==> src/rtl/alu_pkg.sv <==
// Shared constants for the ALU arbiter slice: datapath widths, ALU op codes
// and the arbiter FSM encoding.
package alu_pkg;

    localparam int WIDTH = 16;
    localparam int OPW   = 2;

    typedef enum logic [1:0] {
        OP_ADD = 2'b00,
        OP_SUB = 2'b01,
        OP_AND = 2'b10,
        OP_XOR = 2'b11
    } alu_op_t;

    typedef enum logic [1:0] {
        IDLE = 2'b00,
        EXEC = 2'b01,
        RESP = 2'b10
    } arb_state_t;

endpackage

==> src/rtl/alu.sv <==
// Combinational 16-bit ALU: add, subtract, and, xor. For subtract, cout is
// the carry of i0 + ~i1 + 1, i.e. high when no borrow occurs.
module alu #(
    parameter int WIDTH = alu_pkg::WIDTH,
    parameter int OPW   = alu_pkg::OPW
) (
    input  logic [OPW-1:0]   op,
    input  logic [WIDTH-1:0] i0,
    input  logic [WIDTH-1:0] i1,
    output logic [WIDTH-1:0] o,
    output logic             cout
);
    import alu_pkg::*;

    logic [WIDTH:0] sum;

    always_comb begin
        sum = '0;
        case (op)
            OP_ADD:  sum = {1'b0, i0} + {1'b0, i1};
            OP_SUB:  sum = {1'b0, i0} + {1'b0, ~i1} + {{WIDTH{1'b0}}, 1'b1};
            OP_AND:  sum = {1'b0, i0 & i1};
            default: sum = {1'b0, i0 ^ i1};
        endcase
    end

    assign o    = sum[WIDTH-1:0];
    assign cout = sum[WIDTH];

endmodule

==> src/rtl/rr_arb2.sv <==
// Two-way round-robin grant: a lone requester always wins, a tie goes to the
// requester that was not granted last. Grant is one-hot, all-zero when disabled.
module rr_arb2 (
    input  logic [1:0] valid,
    input  logic       last_grant,
    input  logic       enable,
    output logic [1:0] grant
);

    always_comb begin
        grant = 2'b00;
        if (enable) begin
            if (valid == 2'b11) begin
                grant = last_grant ? 2'b01 : 2'b10;
            end else begin
                grant = valid;
            end
        end
    end

endmodule

==> src/rtl/alu_arbiter.sv <==
// Shares one ALU between two requesters with round-robin arbitration, one op in
// flight. Optional per-requester grant counters under macro ALU_ARB_STATS_EN.
module alu_arbiter #(
    parameter int WIDTH = alu_pkg::WIDTH,
    parameter int OPW   = alu_pkg::OPW,
    parameter int CNT_W = 16
) (
    input  logic             clk,
    input  logic             reset,
    input  logic             req0_valid,
    output logic             req0_ready,
    input  logic [OPW-1:0]   req0_op,
    input  logic [WIDTH-1:0] req0_a,
    input  logic [WIDTH-1:0] req0_b,
    input  logic             req1_valid,
    output logic             req1_ready,
    input  logic [OPW-1:0]   req1_op,
    input  logic [WIDTH-1:0] req1_a,
    input  logic [WIDTH-1:0] req1_b,
    output logic             rsp0_valid,
    input  logic             rsp0_ready,
    output logic [WIDTH-1:0] rsp0_data,
    output logic             rsp0_cout,
    output logic             rsp1_valid,
    input  logic             rsp1_ready,
    output logic [WIDTH-1:0] rsp1_data,
    output logic             rsp1_cout,
`ifdef ALU_ARB_STATS_EN
    output logic [CNT_W-1:0] grant_cnt0,
    output logic [CNT_W-1:0] grant_cnt1,
`endif
    output logic [1:0]       dbg_state
);
    import alu_pkg::*;

    // Handshake: a request transfers on the edge where valid && ready; a
    // response transfers on the edge where rsp valid && rsp ready.
    arb_state_t       state_q, state_d;
    logic             last_grant_q, last_grant_d;
    logic             gnt_q, gnt_d;
    logic [OPW-1:0]   op_q, op_d;
    logic [WIDTH-1:0] a_q, a_d, b_q, b_d;
    logic [WIDTH-1:0] data_q, data_d;
    logic             cout_q, cout_d;
    logic [1:0]       rsp_valid_q, rsp_valid_d;

    logic [1:0]       grant;
    logic             accept0, accept1, drain;
    logic [WIDTH-1:0] alu_o;
    logic             alu_cout;

    // Gating with reset keeps both readies low while reset is asserted.
    rr_arb2 u_arb (
        .valid      ({req1_valid, req0_valid}),
        .last_grant (last_grant_q),
        .enable     ((state_q == IDLE) && reset),
        .grant      (grant)
    );

    alu #(.WIDTH(WIDTH), .OPW(OPW)) u_alu (
        .op   (op_q),
        .i0   (a_q),
        .i1   (b_q),
        .o    (alu_o),
        .cout (alu_cout)
    );

    assign req0_ready = grant[0];
    assign req1_ready = grant[1];
    assign accept0    = req0_valid & grant[0];
    assign accept1    = req1_valid & grant[1];
    assign drain      = (state_q == RESP) && (gnt_q ? rsp1_ready : rsp0_ready);

    always_comb begin
        state_d      = state_q;
        last_grant_d = last_grant_q;
        gnt_d        = gnt_q;
        op_d         = op_q;
        a_d          = a_q;
        b_d          = b_q;
        data_d       = data_q;
        cout_d       = cout_q;
        rsp_valid_d  = rsp_valid_q;
        case (state_q)
            IDLE: begin
                if (accept0 || accept1) begin
                    state_d      = EXEC;
                    gnt_d        = accept1;
                    last_grant_d = accept1;
                    op_d         = accept1 ? req1_op : req0_op;
                    a_d          = accept1 ? req1_a  : req0_a;
                    b_d          = accept1 ? req1_b  : req0_b;
                end
            end
            EXEC: begin
                state_d     = RESP;
                data_d      = alu_o;
                cout_d      = alu_cout;
                rsp_valid_d = gnt_q ? 2'b10 : 2'b01;
            end
            RESP: begin
                if (drain) begin
                    state_d     = IDLE;
                    rsp_valid_d = 2'b00;
                end
            end
            default: state_d = IDLE;
        endcase
    end

    always_ff @(posedge clk or negedge reset) begin
        if (!reset) begin
            state_q      <= IDLE;
            last_grant_q <= 1'b1;
            gnt_q        <= 1'b0;
            op_q         <= '0;
            a_q          <= '0;
            b_q          <= '0;
            data_q       <= '0;
            cout_q       <= 1'b0;
            rsp_valid_q  <= 2'b00;
        end else begin
            state_q      <= state_d;
            last_grant_q <= last_grant_d;
            gnt_q        <= gnt_d;
            op_q         <= op_d;
            a_q          <= a_d;
            b_q          <= b_d;
            data_q       <= data_d;
            cout_q       <= cout_d;
            rsp_valid_q  <= rsp_valid_d;
        end
    end

    assign rsp0_valid = rsp_valid_q[0];
    assign rsp1_valid = rsp_valid_q[1];
    assign rsp0_data  = data_q;
    assign rsp1_data  = data_q;
    assign rsp0_cout  = cout_q;
    assign rsp1_cout  = cout_q;
    assign dbg_state  = state_q;

`ifdef ALU_ARB_STATS_EN
    logic [CNT_W-1:0] cnt0_q, cnt0_d, cnt1_q, cnt1_d;

    // Counters stick at all-ones instead of wrapping.
    always_comb begin
        cnt0_d = cnt0_q;
        cnt1_d = cnt1_q;
        if (accept0 && (cnt0_q != '1)) cnt0_d = cnt0_q + {{(CNT_W-1){1'b0}}, 1'b1};
        if (accept1 && (cnt1_q != '1)) cnt1_d = cnt1_q + {{(CNT_W-1){1'b0}}, 1'b1};
    end

    always_ff @(posedge clk or negedge reset) begin
        if (!reset) begin
            cnt0_q <= '0;
            cnt1_q <= '0;
        end else begin
            cnt0_q <= cnt0_d;
            cnt1_q <= cnt1_d;
        end
    end

    assign grant_cnt0 = cnt0_q;
    assign grant_cnt1 = cnt1_q;
`else
    logic [CNT_W-1:0] cnt_unused;
    assign cnt_unused = '0;
`endif

endmodule

==> config.mk <==
export PLATFORM = sky130hd
export DESIGN_NAME = alu_arbiter
export DESIGN_NICKNAME = d
export VERILOG_FILES = /design/src/rtl/alu_pkg.sv /design/src/rtl/alu.sv /design/src/rtl/rr_arb2.sv /design/src/rtl/alu_arbiter.sv
export SDC_FILE = /design/constraint.sdc
export NUM_CORES = 1
export LEC_CHECK = 0
export CORE_ASPECT_RATIO = 1.2
export CORE_MARGIN = 2
export CORE_UTILIZATION = 50
export CTS_CLUSTER_DIAMETER = 50
export DETAILED_ROUTE_END_ITERATION = 10
export DONT_BUFFER_PORTS = 1
export GPL_TIMING_DRIVEN = 1
export PLACE_DENSITY_LB_ADDON = 0.12
export SLEW_MARGIN = 10
export SYNTH_ARGS = -nofsm -noshare
export SYNTH_HDL_FRONTEND = slang
export SYNTH_HIERARCHICAL = 1
export SYNTH_SLANG_ARGS = --single-unit
export TNS_END_PERCENT = 100
==> constraint.sdc <==
create_clock -name clk -period 3.5 [get_ports clk]
set_input_delay 0.35 -clock clk [delete_from_list [all_inputs] [get_ports clk]]
set_output_delay 0.35 -clock clk [all_outputs]
set_load 0.1 [all_outputs]
==> impl_metrics.csv <==
group,metric,value,unit
routing,vias_per_cell,6.25,
place,place_congestion,0.929,
logic_synthesis,synthesis.nets,641,
routing,drt_iter0_drc,251,
timing,timing.final.crit_share,86.1,%
floorplan,fp.dieH,115,um
cts,cts.sinks,57,
global_routing,grt_pass1_wl,20700,um
timing,period_needed,3.01,ns
critical_path,slowest_stage,"or4_4",
cts,path_clk_slew,0.06,ns
global_routing,first_global_vias,4007,
routing,ant_nets,0,
layout,diodes,0,
cts,cts_inserted_buffers,9,
routing,vias,4011,
place,placed_cell_area,5090,um2
cts,insertion_delay,0.33,ns
logic_synthesis,synth_edf_count,0,
logic_synthesis,syn_area_per_cell,9.63,um2
global_routing,grt-ovfl-total,0,
timing,fin_skew,0.0117,ns
critical_path,timing.rr.start,"a_q[4]",
routing,routed_wl,13100,um
global_routing,track_usage,24.6,%
routing,drt-wirelength-per-cell,20.4,um
critical_path,cp_data_required_time,3.72,ns
cts,cts_max_level,3,
timing,slew_headroom,33.6,%
layout,fin_util,54.4,%
critical_path,crit_chain,"ha_1 > a21oi_1 > nand2_1 > o2111a_1 > or4_4 > mux2i_1 > a211o_2 > mux2_2",
cts,cts_buffer_depth,2,
critical_path,ff2ff_path_depth,8,
timing,drv_slew,0,
layout,drive_gt1_share,29.3,%
logic_synthesis,synthArstFlopShare,100,%
floorplan,die_x,96.5,um
logic_synthesis,ys_top_cells_by_area,"dfrtp_1 27%, mux2_2 13%, mux2_4 8.5%, ha_1 7.8%, a21oi_1 3.3%",
critical_path,crit_fanout,11,
critical_path,crit_buf_inv,0,
place,dp_hpwl,9300,um
layout,fin_nets,619,
timing,setup-tns-final,0,ns
critical_path,crit_family,"compound AO/OA/AOI/OAI gates",
timing,rsz0062_at_grt,"false",
place,portBuffers,0,
cts,cts_tree,"built",
min_path,hold_path.class,"in -> reg",
floorplan,fp.coreArea,10000,um2
routing,drc,0,
critical_path,cp-start-kind,"flip-flop",
run,max_cap_viol_count,0,
logic_synthesis,synth_ff_type,"dfrtp_1",
logic_synthesis,yosys.cell_types.count,74,
timing,worstMarginPinSlew,0.996,ns
logic_synthesis,synth_area,5130,um2
floorplan,fp.dieArea,11100,um2
critical_path,crit_start,"a_q[4]",
critical_path,reg2reg_to,"rsp0_data[14]",
critical_path,end_kind,"flip-flop",
layout,design_area,5440,um2
critical_path,path_depth,8,
logic_synthesis,synth_top_area_cell,"dfrtp_1",
logic_synthesis,yosysWarnings,6,
critical_path,slowest_delay,0.52,ns
cts,cts.repair.resized,0,
timing,fmax,332,MHz
timing,hold_viol_final,0,
floorplan,ioPinCount,114,
logic_synthesis,yosysSeqAreaShare,27.8,%
cts,cts-root-buf,"clkbuf_16",
critical_path,critPathKind,"reg -> reg",
cts,cts_hold_buf,2,
global_routing,antenna_found_initial,0,
global_routing,grt_max_degree,58,
layout,area_growth,6.00,%
floorplan,start_util,51.3,%
place,place_ws,0.545,ns
logic_synthesis,synth_seq_cells,57,
timing,timing.final.ws_setup,0.486,ns
cts,post_cts_buffers,0,
floorplan,row_count,40,
timing,setup_violations,0,
critical_path,reg2reg_slack,0.49,ns
routing,firstDrtPassIters,4,
logic_synthesis,syn_inst,533,
logic_synthesis,synth_top_area_share,27.3,%
critical_path,cp-endpoint,"rsp0_data[14]",
critical_path,cp.arrival,3.23,ns
outcome,outcome,"complete, no violations",
==> state kept, by name (all words and copies together) (netlist names) <==
signal,cells
a_q,16
b_q,16
rsp0_data,16
dbg_state,2
op_q,2
rsp_valid_q,2
gnt_q,1
last_grant_q,1
rsp0_cout,1
==> Yosys cell counts (4+ instances only) <==
cell type	number
buf_2	5
o21ai_0	20
or3_1	4
clkbuf_1	14
buf_4	19
inv_1	34
nor2b_1	6
nor2_1	37
ha_1	32
a211oi_1	5
o31ai_1	4
nand3_1	7
a21o_1	10
nand2b_1	8
dfrtp_1	56
nor4_1	4
o21a_1	5
nand2_1	30
a221oi_1	4
mux2_4	29
mux2i_1	4
nor3_1	16
buf_6	4
o211ai_1	4
a21oi_1	34
a211o_1	4
mux2_2	57
==> cell families after synthesis <==
| group | synth area share, % |
|---|---|
| compound gates | 18.3 |
| xor+xnor | 0.512 |
| fa+ha+maj | 8.58 |
| buf+inv | 9.04 |
| flops | 27.8 |
| mux | 22.4 |
| simple gates | 13.3 |
==> placed cells by master, fill, tap and decap left out, drive strengths merged, types with 3 or more instances in the layout <==
master,count
a21oi,34
a311oi,3
or4,4
a2111oi,4
nand3,7
and3,3
ha,32
mux2,87
inv,35
a31oi,3
nor2,38
o21a,5
nor4,4
a32o,3
dfrtp,56
a211o,5
nand2,31
a21o,11
o21ai,20
a221oi,4
o31ai,4
xor2,3
o211ai,4
clkbuf,12
or3,4
mux2i,4
nor3,16
nor2b,7
a211oi,5
buf,14
nand2b,8
o21bai,3
==> layer usage <==
metal	up-vias	wire length [um]	track usage, %
met5	-	0	0
met4	0	325	10.8
met3	27	696	5.11
met2	153	6350	38.8
met1	1943	5740	32.5
li1	1888	-	-
==> metrics by stage <==
stage                     cells  hold slack (ns)
after floorplan             533           0.0544
after global placement      624           0.0564
after detailed placement    624           0.0565
after CTS                   642            0.132
after global routing        642            0.151
final                       642            0.145
==> worst min-delay path by stage <==
stage,startpoint,endpoint,slack (ns),cells past startpoint
5_1_grt,rsp1_ready,rsp_valid_q[1],0.15,1
3_5_place_dp,reset,rsp0_data[9],0.06,0
6_report,rsp1_ready,rsp_valid_q[1],0.15,1
4_1_cts,rsp1_ready,rsp_valid_q[1],0.13,1
2_1_floorplan,reset,a_q[0],0.05,0
3_3_place_gp,reset,rsp0_data[9],0.06,0
==> area by class of cell <==
type | count | area, um2
Inverter | 34 | 128
Tap cell | 126 | 158
Timing Repair Buffer | 15 | 135
Multi-Input combinational cell | 394 | 3260
Clock buffer | 12 | 267
Sequential cell | 57 | 1450
Clock inverter | 4 | 48.8
Fill cell | 918 | 4570
Power is left out: the tool's default activity adds up to more than one toggle a clock period on the data nets, which glitch-free logic cannot reach.
